--- src/rtl/ble_pkt_spi_master.sv ---
// SPI mode-0 packet master: sends CMD_BYTE, the payload size, then payload bytes
// fetched from a synchronous memory, with a fixed sclk-low gap between bytes.
module ble_pkt_spi_master #(
  parameter int          CLK_DIV  = 4,
  parameter int          GAP_CYC  = 8,
  parameter logic [7:0]  CMD_BYTE = 8'hAA
) (
  input  logic       clk,
  input  logic       rst,
  input  logic       start,
  input  logic [7:0] pkt_size,
  output logic       mem_re,
  output logic [7:0] mem_addr,
  input  logic [7:0] mem_q,
  output logic       spi_sclk,
  output logic       spi_cs,
  output logic       spi_mosi,
  output logic       busy,
  output logic       done
);

  localparam int PH_MAX = (CLK_DIV > GAP_CYC) ? CLK_DIV : GAP_CYC;
  localparam int PH_W   = $clog2(PH_MAX);

  typedef enum logic [2:0] {IDLE, FETCH, SHIFT, GAP, HOLD, DONE} state_t;

  state_t          state, state_next;
  logic [PH_W-1:0] ph_cnt;
  logic [2:0]      bit_cnt;
  logic [8:0]      byte_cnt;
  logic            high;
  logic [7:0]      sh_reg;
  logic [7:0]      nxt_byte;
  logic [7:0]      size_q;
  logic [7:0]      addr_q;
  logic            cap_pend;
  logic            ph_end;
  logic            gap_end;
  logic            last_byte;
  logic            fetch_ok;

  assign ph_end    = (ph_cnt == PH_W'(CLK_DIV - 1));
  assign gap_end   = (ph_cnt == PH_W'(GAP_CYC - 1));
  assign last_byte = (byte_cnt == ({1'b0, size_q} + 9'd1));
  // FETCH is the first (low) cycle of every byte; bytes 1..size prefetch payload byte_cnt-1.
  assign fetch_ok  = (state == FETCH) && (byte_cnt != 9'd0) && (byte_cnt <= {1'b0, size_q});

  assign mem_re   = fetch_ok;
  assign mem_addr = fetch_ok ? (byte_cnt[7:0] - 8'd1) : addr_q;
  assign busy     = (state == FETCH) || (state == SHIFT) || (state == GAP) || (state == HOLD);
  assign spi_cs   = !busy;
  assign done     = (state == DONE);
  assign spi_sclk = high;
  assign spi_mosi = sh_reg[7];

  always_comb begin
    state_next = state;
    case (state)
      IDLE:  if (start) state_next = FETCH;
      FETCH,
      SHIFT: begin
        state_next = SHIFT;
        if (ph_end && high && (bit_cnt == 3'd7)) state_next = last_byte ? HOLD : GAP;
      end
      GAP:   if (gap_end) state_next = FETCH;
      HOLD:  if (ph_end) state_next = DONE;
      DONE:  state_next = IDLE;
      default: state_next = IDLE;
    endcase
  end

  always_ff @(posedge clk or posedge rst) begin
    if (rst) state <= IDLE;
    else     state <= state_next;
  end

  always_ff @(posedge clk or posedge rst) begin
    if (rst) begin
      ph_cnt   <= '0;
      bit_cnt  <= '0;
      byte_cnt <= '0;
      high     <= 1'b0;
      sh_reg   <= '0;
      nxt_byte <= '0;
      size_q   <= '0;
      addr_q   <= '0;
      cap_pend <= 1'b0;
    end else begin
      cap_pend <= mem_re;
      if (cap_pend) nxt_byte <= mem_q;
      if (mem_re)   addr_q   <= mem_addr;
      case (state)
        IDLE: begin
          if (start) begin
            size_q   <= pkt_size;
            sh_reg   <= CMD_BYTE;
            byte_cnt <= '0;
            bit_cnt  <= '0;
            ph_cnt   <= '0;
            high     <= 1'b0;
          end
        end
        FETCH, SHIFT: begin
          if (ph_end) begin
            ph_cnt <= '0;
            high   <= !high;
            // Shifting on the high->low transition makes mosi change on the falling edge.
            if (high && (bit_cnt != 3'd7)) begin
              bit_cnt <= bit_cnt + 3'd1;
              sh_reg  <= {sh_reg[6:0], 1'b0};
            end
          end else begin
            ph_cnt <= ph_cnt + PH_W'(1);
          end
        end
        GAP: begin
          if (gap_end) begin
            ph_cnt   <= '0;
            bit_cnt  <= '0;
            byte_cnt <= byte_cnt + 9'd1;
            sh_reg   <= (byte_cnt == 9'd0) ? size_q : nxt_byte;
          end else begin
            ph_cnt <= ph_cnt + PH_W'(1);
          end
        end
        HOLD: begin
          if (!ph_end) ph_cnt <= ph_cnt + PH_W'(1);
        end
        DONE: begin
          ph_cnt <= '0;
          sh_reg <= '0;
        end
        default: ;
      endcase
    end
  end

endmodule

--- config.mk ---
export PLATFORM = sky130hd
export DESIGN_NAME = ble_pkt_spi_master
export DESIGN_NICKNAME = d
export VERILOG_FILES = /design/src/rtl/ble_pkt_spi_master.sv
export SDC_FILE = /design/constraint.sdc
export NUM_CORES = 1
export LEC_CHECK = 0
export BUFFER_PORTS_ARGS = -buffer_cell sky130_fd_sc_hd__buf_2
export CORE_MARGIN = 2
export CORE_UTILIZATION = 30
export DETAILED_ROUTE_END_ITERATION = 10
export GPL_TIMING_DRIVEN = 0
export SYNTH_ARGS = -nofsm -noshare
export SYNTH_HDL_FRONTEND = slang
export SYNTH_SLANG_ARGS = --single-unit
--- constraint.sdc ---
create_clock -name clk -period 1.95 [get_ports clk]
set_input_delay 0.0975 -clock clk [delete_from_list [all_inputs] [get_ports clk]]
set_output_delay 0.0975 -clock clk [all_outputs]
set_load 0.02 [all_outputs]
==> results_dict.tcl, run 1 <==
set metrics [dict create \
    insertion_delay_ps 320 \
    cp-start-kind "register" \
    endpoint_kind "output port" \
    syn_avg_cell_area_um2 9.40 \
    initialDrtViolationCount 87 \
    synth_xor_area_share_pct 5.92 \
    outcome "finished, violations left" \
    path_cells "inv_2 > ha_4 > nand4_1 > buf_4 > nor3_4 > nor2_2 > o311ai_4 > buf_6 > buf_6 > nand2_2 > o21ai_2 > buf_6" \
    hold_path_class "in -> reg" \
    largest_reg_flops 9 \
    r2r_end "sh_reg[3]$_DFFE_PP0P_" \
    synth_top_family_by_area "simple AND/OR/NAND/NOR gates" \
    synthFlopType "dfrtp_1" \
    synth_simple_gate_area_share_pct 15.8 \
    layout_min_cycle_time_ps 2470 \
    grt_max_degree 37 \
    grt_pass1_vias 2820 \
    crit_top_cell "buf_6" \
    dp_hpwl_um 5910 \
    routed_wl_um 8840 \
    finalPower_w 0.00660 \
    finalCritPeriodShare_pct 127 \
    setup_ws_ps -520 \
    slowest_delay_ps 370 \
    synthMuxAreaShare_pct 9.62 \
    fillCellCount 1046 \
    dpl.cell_count 519 \
    numCtsBuffers 5 \
    io_pins 33 \
    drc 0 \
    netlist_area_um2 3250 \
    crit_arrival_ps 2370 \
    drt-pass1-iter-count 4 \
    cts-root-buf "clkbuf_8" \
    synthAdderAreaFrac_pct 7.23 \
    area_delta_synth_final_pct 42.0 \
    cts_tree "done" \
    leakagePower_nw 2.03 \
    die-area_um2 11700 \
    wl_per_cell_um 15.5 \
    yosys.area.top_type_share_pct 40.0 \
    die_h_um 108 \
    worst_path_max_delay_cell "dfrtp_1" \
    num-nets-final 465 \
    pwr_density_cell_nw_per_um2 1430 \
    yosys.area.top_type "dfrtp_1" \
    cp_max_fo 8 \
    num_rows 38 \
    numPortBuffers 32 \
    fin_cells 569 \
    clock_sinks 52 \
    setup_viol 31 \
    critical_path_required_ps 1850 \
    synth_edf_count 0 \
    synthCells 346 \
    synth.net_count 383 \
    rsz0062_at_grt "yes" \
    routed-via-count 2911 \
    yosysSeqAreaShare_pct 40.0 \
    core_area_um2 10700 \
    fin_worst_skew_ps 14.3 \
    min_path_cells 3 \
    worstRegToRegCells 9 \
    clk_path_buf_depth 2 \
    fmax_mhz 405 \
    vias_per_cell 5.12 \
    drv_slew 0 \
    synth-seq-cells 52 \
    largest-register "byte_cnt" \
    n_antenna_cell 0 \
    synth.distinct_cells 54 \
    worstSetupPathType "reg -> out" \
    overflow 0 \
    worstMarginPinSlew_ps 623 \
    path_clk_slew_ps 90 \
    ir_drop_v 0.000404 \
    relSlewSlack_pct 58.4 \
    globalplace.congestion 0.864 \
    die_w_um 108 \
    cts_max_level 2 \
    synth-compound-area-share_pct 15.4 \
    maxCapViolCount 0 \
    track_usage_pct 15.1 \
    initial_utilization_pct 30.4 \
    hold_start "pkt_size[7]" \
    yosys_warnings 0 \
    final_layout_size_suffix_gt1_share_pct 43.6 \
    failed_checks "setup timing" \
    finalHoldViolCount 0 \
    async_flop_share_pct 100 \
    ant_nets 0 \
    grt_pass1_wl_um 13900 \
    whs_endpoint "size_q[7]$_DFFE_PP0P_" \
    antenna_found_initial 0 \
    netlist_top_cells_area "dfrtp_1 40%, ha_1 6.9%, mux2_2 6.2%, o21ai_0 5.1%, nand2_1 3.9%" \
    rrSetupSlack_ps -350 \
    reg2reg_from "byte_cnt[3]$_DFFE_PP0P_" \
]
## report_power, final
part           total [W]  internal (W)  switching (W)
sequential       0.00182       0.00149       0.000324
clock           0.000821      0.000453       0.000368
combinational    0.00396       0.00195        0.00202
total            0.00660       0.00389        0.00271
## synthesized netlist by cell type, drive strengths merged, types with 5 or more instances
| library cell | number |
|---|---|
| dfrtp | 52 |
| nand2 | 34 |
| o21ai | 33 |
| nor2 | 26 |
| inv | 23 |
| a21oi | 20 |
| ha | 18 |
| mux2 | 18 |
| xnor2 | 13 |
| mux2i | 11 |
| buf | 10 |
| clkbuf | 10 |
| xor2 | 9 |
| nand3 | 8 |
| and3 | 6 |
| nand4 | 6 |
| nor3 | 5 |
| o221ai | 5 |
## cells in the final DEF (no fill, tap or decap), drive strengths merged, types with 9 or more instances in the layout
master and n:
buf 77, dfrtp 52, nand2 34, o21ai 33, nor2 26, inv 23
a21oi 20, mux2 18, ha 18, clkbuf 18, xnor2 13, mux2i 11
xor2 9
## per-stage QoR
stage               area (um2)  hold slack [ps]  worst slack, ps  TNS (ps)  util [%]
finish                    4620             8.20             -520     -7690      43.2
global route              4620             5.85             -617    -10340      43.2
CTS                       4250             8.41             -468     -6290      39.7
detailed placement        3690              107             -496    -10240      34.5
global placement          3670              305             -461    -16710      34.3
floorplan                 3330              214            -48.3      -301         -
## per-layer routing
| layer | share of wire (%) | vias up | global-route usage (%) |
|---|---|---|---|
| met1 | 44 | 1432 | 18.9 |
| met2 | 50 | 69 | 26.3 |
| li1 | - | 1397 | - |
| met4 | 1.6 | 0 | 4.58 |
| met3 | 4.5 | 13 | 2.83 |
| met5 | 0 | - | 0 |
## final cells by class
type / count / area [um2] / share of cell area, %
Buffer: 18 / 130 / 2.82
Clock buffer: 7 / 96.3 / 2.09
Clock inverter: 1 / 30.0 / 0.650
Inverter: 23 / 91.3 / 1.98
Multi-Input combinational cell: 252 / 2180 / 47.2
Sequential cell: 52 / 1310 / 28.4
Tap cell: 140 / 175 / 3.79
Timing Repair Buffer: 76 / 604 / 13.1
## worst max-delay path: cells and delay by family, from the launching register on
family          cells  cell delay [ps]
buf+inv             5              710
flops               1              370
simple gates        4              360
compound gates      2              330
fa+ha+maj           1              280
## logic make-up after synthesis
kind of cell	after synthesis
buf+inv	43
mux	29
xor+xnor	22
fa+ha+maj	19
compound gates	80
simple gates	101
flops	52
## worst max-delay path by stage
stage                            start     endpoint  slack, ps  cells after the start
2_1_floorplan    size_q[6]$_DFFE_PP0P_  mem_addr[0]        -50                      8
3_3_place_gp     size_q[6]$_DFFE_PP0P_  mem_addr[7]       -460                     10
3_5_place_dp     size_q[6]$_DFFE_PP0P_  mem_addr[7]       -500                     10
4_1_cts        byte_cnt[5]$_DFFE_PP0P_  mem_addr[1]       -470                     10
5_1_grt          size_q[6]$_DFFE_PP0P_  mem_addr[4]       -620                     12
6_report         size_q[6]$_DFFE_PP0P_  mem_addr[7]       -520                     12
## timing repair
action | in CTS | in global routing
endpoints found under the setup margin | 42 | 42
pin swaps | 8 | 18
gates cloned | 2 | 1
hold buffers | 6 | 0
setup buffers | 20 | 15
resized for setup | 60 | 60
endpoints found under the hold margin | 21 | 0
No activity file was read; power rests on OpenSTA's default activity.
==> run 2, diff against run 1 <==
--- a/config.mk
+++ b/config.mk
@@ -6,10 +6,13 @@
 export NUM_CORES = 1
 export LEC_CHECK = 0
 export BUFFER_PORTS_ARGS = -buffer_cell sky130_fd_sc_hd__buf_2
+export CELL_PAD_IN_SITES_DETAIL_PLACEMENT = 0
+export CELL_PAD_IN_SITES_GLOBAL_PLACEMENT = 1
 export CORE_MARGIN = 2
 export CORE_UTILIZATION = 30
 export DETAILED_ROUTE_END_ITERATION = 10
 export GPL_TIMING_DRIVEN = 0
+export PLACE_DENSITY_LB_ADDON = 0.1
 export SYNTH_ARGS = -nofsm -noshare
 export SYNTH_HDL_FRONTEND = slang
 export SYNTH_SLANG_ARGS = --single-unit
==> run 2 against run 1 <==
- the run still ends with setup timing left
- critical path depth shrank 1
- power is 1.3% higher
- via count shrank 2.6%
- sequential power barely moved
- final area up 2.0%
- count of clock-buffer cells in the layout is 2 lower
- routed wire length is 3.2% higher
==> results_dict.tcl, run 2 (synthesis results as in run 1) <==
set metrics [dict create \
    fin_worst_skew_ps 8.47 \
    grt_pass1_vias 2836 \
    relSlewSlack_pct 56.8 \
    cts_max_level 2 \
    numPortBuffers 32 \
    layout_min_cycle_time_ps 2420 \
    die-area_um2 11700 \
    slowest_delay_ps 380 \
    die_h_um 108 \
    finalCritPeriodShare_pct 124 \
    final_cell_mix "45 x dfrtp_1, 31 x buf_4, 26 x nand2_1, 26 x buf_2, 23 x buf_6" \
    clk_path_buf_depth 2 \
    io_pins 33 \
    drc 0 \
    drv_slew 0 \
    finalPower_w 0.00668 \
    track_usage_pct 16.5 \
    multi_input_area_um2 2230 \
    maxCapViolCount 0 \
    routed-via-count 2835 \
    num-nets-final 469 \
    insertion_delay_ps 310 \
    worstSetupPathType "reg -> out" \
    clock_sinks 52 \
    core_area_um2 10700 \
    cp-start-kind "register" \
    pwr_density_cell_nw_per_um2 1420 \
    numCtsBuffers 5 \
    rsz0062_at_grt "yes" \
    cts_tree "done" \
    endpoint_kind "output port" \
    routed_wl_um 9120 \
    fmax_mhz 413 \
    ant_nets 0 \
    crit_arrival_ps 2320 \
    seqCellArea_um2 1310 \
    path_cells "inv_2 > ha_4 > nand4_1 > nor3_2 > nor2_2 > o311ai_4 > buf_6 > buf_8 > nand2_2 > o21ai_2 > buf_6" \
    fillCellCount 1087 \
    initialDrtViolationCount 113 \
    outcome "finished, violations left" \
    whs_endpoint "size_q[2]$_DFFE_PP0P_" \
    path_clk_slew_ps 90 \
    globalplace.congestion 0.763 \
    setup_ws_ps -471 \
    worst_path_max_delay_cell "dfrtp_1" \
    worstMarginPinSlew_ps 649 \
    r2r_end "addr_q[0]$_DFFE_PP0P_" \
    hold_start "pkt_size[2]" \
    final_util_pct 44.0 \
    finalHoldViolCount 0 \
    worstRegToRegCells 14 \
    cts-root-buf "clkbuf_8" \
    critical_path_required_ps 1850 \
    ir_drop_v 0.000490 \
    die_w_um 108 \
    tns_ps -6500 \
    final_area_um2 4710 \
    dpl-instance-area_um2 3690 \
    num_rows 38 \
    min_path_cells 3 \
    largest_reg_flops 9 \
    reg2reg_from "size_q[6]$_DFFE_PP0P_" \
    cp_max_fo 7 \
    setup_viol 25 \
    drt-pass1-iter-count 4 \
    n_antenna_cell 0 \
    vias_per_cell 4.96 \
    final_common_cell "dfrtp_1" \
    hold_path_class "in -> reg" \
    grt_max_degree 35 \
    overflow 0 \
    initial_utilization_pct 30.4 \
    largest-register "byte_cnt" \
    grt_pass1_wl_um 15000 \
    final_layout_size_suffix_gt1_share_pct 45.2 \
    dp_hpwl_um 6280 \
    rrSetupSlack_ps -410 \
    crit_top_cell "buf_6" \
    leakagePower_nw 2.06 \
    failed_checks "setup timing" \
    area_delta_synth_final_pct 44.8 \
    antenna_found_initial 0 \
    wl_per_cell_um 16.0 \
]
[run 2: cell types whose count changed in the layout (fill, tap and decap cells not counted), sizes merged]
| cell | previous run | this run |
|---|---|---|
| buf | 77 | 85 |
| dlygate4sd3 | 6 | 4 |
| clkbuf | 18 | 14 |
[run 2: what timing repair did]
item | 4_1_cts | 5_1_grt
pin swaps | 19 | 14
gates resized for setup | 114 | 29
buffers inserted | 29 | 11
cloned | 3 | 0
endpoints found under the setup margin | 43 | 43
hold buffers | 4 | 0
hold endpoints to repair | 21 | 0
[run 2: layout make-up]
| class | count | area share (%) |
|---|---|---|
| clock inverters | 1 | 0.637 |
| repair buffers | 79 | 13.6 |
| multi-input cells | 252 | 47.4 |
| plain buffers | 19 | 3.40 |
| inverters | 23 | 1.99 |
| flip-flops and latches | 52 | 27.8 |
| clock buffers | 5 | 1.46 |
| well taps | 140 | 3.72 |
[run 2: per-stage QoR]
| step | setup WS [ps] | hold WS (ps) | cells |
|---|---|---|---|
| global placement | -552 | 302 | 518 |
| finish | -471 | 7.10 | 571 |
| CTS | -483 | 0.466 | 560 |
| global route | -578 | 15.5 | 571 |
| detailed placement | -549 | 141 | 519 |
| floorplan | -48.3 | 214 | 346 |
[run 2: where the power goes]
group / internal (W) / switching [W] / leakage, nW
registers: 0.00149 / 0.000331 / 0.659
logic: 0.00206 / 0.00207 / 1.35
clock network: 0.000370 / 0.000371 / 0.0501
total: 0.00392 / 0.00277 / 2.06
[run 2: layer usage]
metal	vias to the layer above	GRT usage (%)	routed length, um
met5	-	0	0
met4	0	4.03	59
met3	4	2.47	208
met2	36	27.1	4500
met1	1398	22.8	4360
li1	1397	-	-
[run 2: critical path: cells and delay by family (launching register included)]
kind	cells	cell delay, ps
buffers and inverters	4	520
flip-flops	1	380
AO/OA/AOI/OAI	2	280
adder cells (fa/ha/maj)	1	280
AND/OR/NAND/NOR	4	560
[run 2: worst max path at each step]
stage	start	to	slack [ps]
detailed placement	size_q[6]$_DFFE_PP0P_	mem_addr[7]	-550
global route	byte_cnt[5]$_DFFE_PP0P_	mem_addr[6]	-580
CTS	byte_cnt[5]$_DFFE_PP0P_	mem_addr[7]	-480
floorplan	size_q[6]$_DFFE_PP0P_	mem_addr[0]	-50
finish	size_q[6]$_DFFE_PP0P_	mem_addr[6]	-470
global placement	size_q[6]$_DFFE_PP0P_	mem_addr[5]	-550
==> run 3, diff against run 2 <==
--- a/config.mk
+++ b/config.mk
@@ -13,6 +13,7 @@
 export DETAILED_ROUTE_END_ITERATION = 10
 export GPL_TIMING_DRIVEN = 0
 export PLACE_DENSITY_LB_ADDON = 0.1
+export RECOVER_POWER = 50
 export SYNTH_ARGS = -nofsm -noshare
 export SYNTH_HDL_FRONTEND = slang
 export SYNTH_SLANG_ARGS = --single-unit
==> run 3 against run 2 <==
- the run still ends with setup timing left
- maximum frequency is 0.22% lower
- hold slack about the same
- core utilization is 0.13 points lower
- sequential share of layout area rose by 0.081 points
- critical endpoint unchanged
- highest routed layer unchanged
==> results_dict.tcl, run 3 (synthesis results as in run 1) <==
set metrics [dict create \
    largest_reg_flops 9 \
    drc 0 \
    maxCapViolCount 0 \
    whs_endpoint "size_q[2]$_DFFE_PP0P_" \
    ir_drop_v 0.000490 \
    n_antenna_cell 0 \
    die-area_um2 11700 \
    grt_pass1_vias 2836 \
    insertion_delay_ps 310 \
    rrSetupSlack_ps -420 \
    initialDrtViolationCount 111 \
    die_w_um 108 \
    cts_max_level 2 \
    cts_tree "done" \
    pwr_density_cell_nw_per_um2 1420 \
    leakagePower_nw 2.05 \
    grt_pass1_wl_um 15000 \
    fmax_mhz 412 \
    rsz0062_at_grt "yes" \
    area_delta_synth_final_pct 44.4 \
    num-nets-final 469 \
    io_pins 33 \
    fin_worst_skew_ps 8.52 \
    overflow 0 \
    finalHoldViolCount 0 \
    track_usage_pct 16.5 \
    clk_path_buf_depth 2 \
    cp_max_fo 7 \
    finalCritPeriodShare_pct 124 \
    crit_arrival_ps 2330 \
    worstSetupPathType "reg -> out" \
    globalplace.congestion 0.763 \
    path_clk_slew_ps 90 \
    numPortBuffers 32 \
    routed-via-count 2839 \
    initial_utilization_pct 30.4 \
    failed_checks "setup timing" \
    timing.hold.ws_ps 7.08 \
    final_cell_mix "45 x dfrtp_1, 31 x buf_4, 26 x nand2_1" \
    drv_slew 0 \
    r2r_end "addr_q[0]$_DFFE_PP0P_" \
    die_h_um 108 \
    setup_viol 25 \
    antenna_found_initial 0 \
    numCtsBuffers 5 \
    core_area_um2 10700 \
    reg2reg_from "size_q[6]$_DFFE_PP0P_" \
    min_path_cells 3 \
    hold_start "pkt_size[2]" \
    cts-root-buf "clkbuf_8" \
    endpoint_kind "output port" \
    drt-pass1-iter-count 4 \
    routed_wl_um 9140 \
    hold_path_class "in -> reg" \
    cp-start-kind "register" \
    final_layout_size_suffix_gt1_share_pct 44.8 \
    dpl.cell_count 519 \
    dp_hpwl_um 6280 \
    final_common_cell "dfrtp_1" \
    setup_ws_ps -476 \
    fin_cells 571 \
    final_area_um2 4700 \
    relSlewSlack_pct 48.2 \
    num_rows 38 \
    worstMarginPinSlew_ps 776 \
    ant_nets 0 \
    vias_per_cell 4.97 \
    critical_path_required_ps 1850 \
    layout_min_cycle_time_ps 2430 \
    worstRegToRegCells 14 \
    wl_per_cell_um 16.0 \
    dpl-instance-area_um2 3690 \
    largest-register "byte_cnt" \
    outcome "finished, violations left" \
    clock_sinks 52 \
    fillCellCount 1088 \
    grt_max_degree 35 \
]
[run 3: metal layers]
metal  routed length, um  track usage (%)  vias up
li1                    -                -     1397
met3                 210             2.47        4
met2                4470             27.1       39
met1                4400             22.8     1399
met5                   0                0        -
met4                  59             4.03        0
[run 3: critical path: stages (launching register included)]
cell	delay, ps
dfrtp_1	390
inv_2	80
ha_4	280
nand4_1	170
nor3_2	250
nor2_2	70
o311ai_4	220
buf_6	180
buf_8	130
nand2_2	70
o21ai_2	60
buf_6	130
[run 3: power by group]
part / internal, W / switching [W] / total [W]
combinational: 0.00205 / 0.00207 / 0.00412
clock: 0.000370 / 0.000371 / 0.000741
sequential: 0.00149 / 0.000332 / 0.00182
total: 0.00391 / 0.00277 / 0.00668
[run 3: final cells by class]
cell class,count,area [um2],share of cell area (%)
multi-input cells,252,2230,47.6
clock buffers,5,68.8,1.46
well taps,140,175,3.73
inverters,23,93.8,2.00
clock inverters,1,30.0,0.639
plain buffers,19,160,3.41
flip-flops and latches,52,1310,27.9
repair buffers,79,626,13.3
[run 3: repair_timing]
action,in CTS,in global routing
resized for setup,114,29
setup buffers,29,11
hold buffers,4,0
gates cloned,3,0
endpoints found under the hold margin,21,0
pin swaps,19,14
endpoints found under the setup margin,43,43
[run 3: worst max path at each step]
stage / depth (start not counted) / end / start
finish: 11 / mem_addr[6] / size_q[6]$_DFFE_PP0P_
global route: 10 / mem_addr[6] / byte_cnt[5]$_DFFE_PP0P_
CTS: 10 / mem_addr[7] / byte_cnt[5]$_DFFE_PP0P_
detailed placement: 10 / mem_addr[7] / size_q[6]$_DFFE_PP0P_
global placement: 10 / mem_addr[5] / size_q[6]$_DFFE_PP0P_
floorplan: 8 / mem_addr[0] / size_q[6]$_DFFE_PP0P_
[run 3: through the flow]
stage	TNS, ps	setup WS (ps)	utilization [%]	total power (W)
after floorplan	-301	-48.3	-	0.00387
after global placement	-29570	-552	34.3	0.00457
after detailed placement	-12050	-549	34.5	0.00461
after CTS	-6720	-483	42.2	0.00639
after global routing	-8940	-578	43.9	0.00718
final	-6590	-476	43.9	0.00668
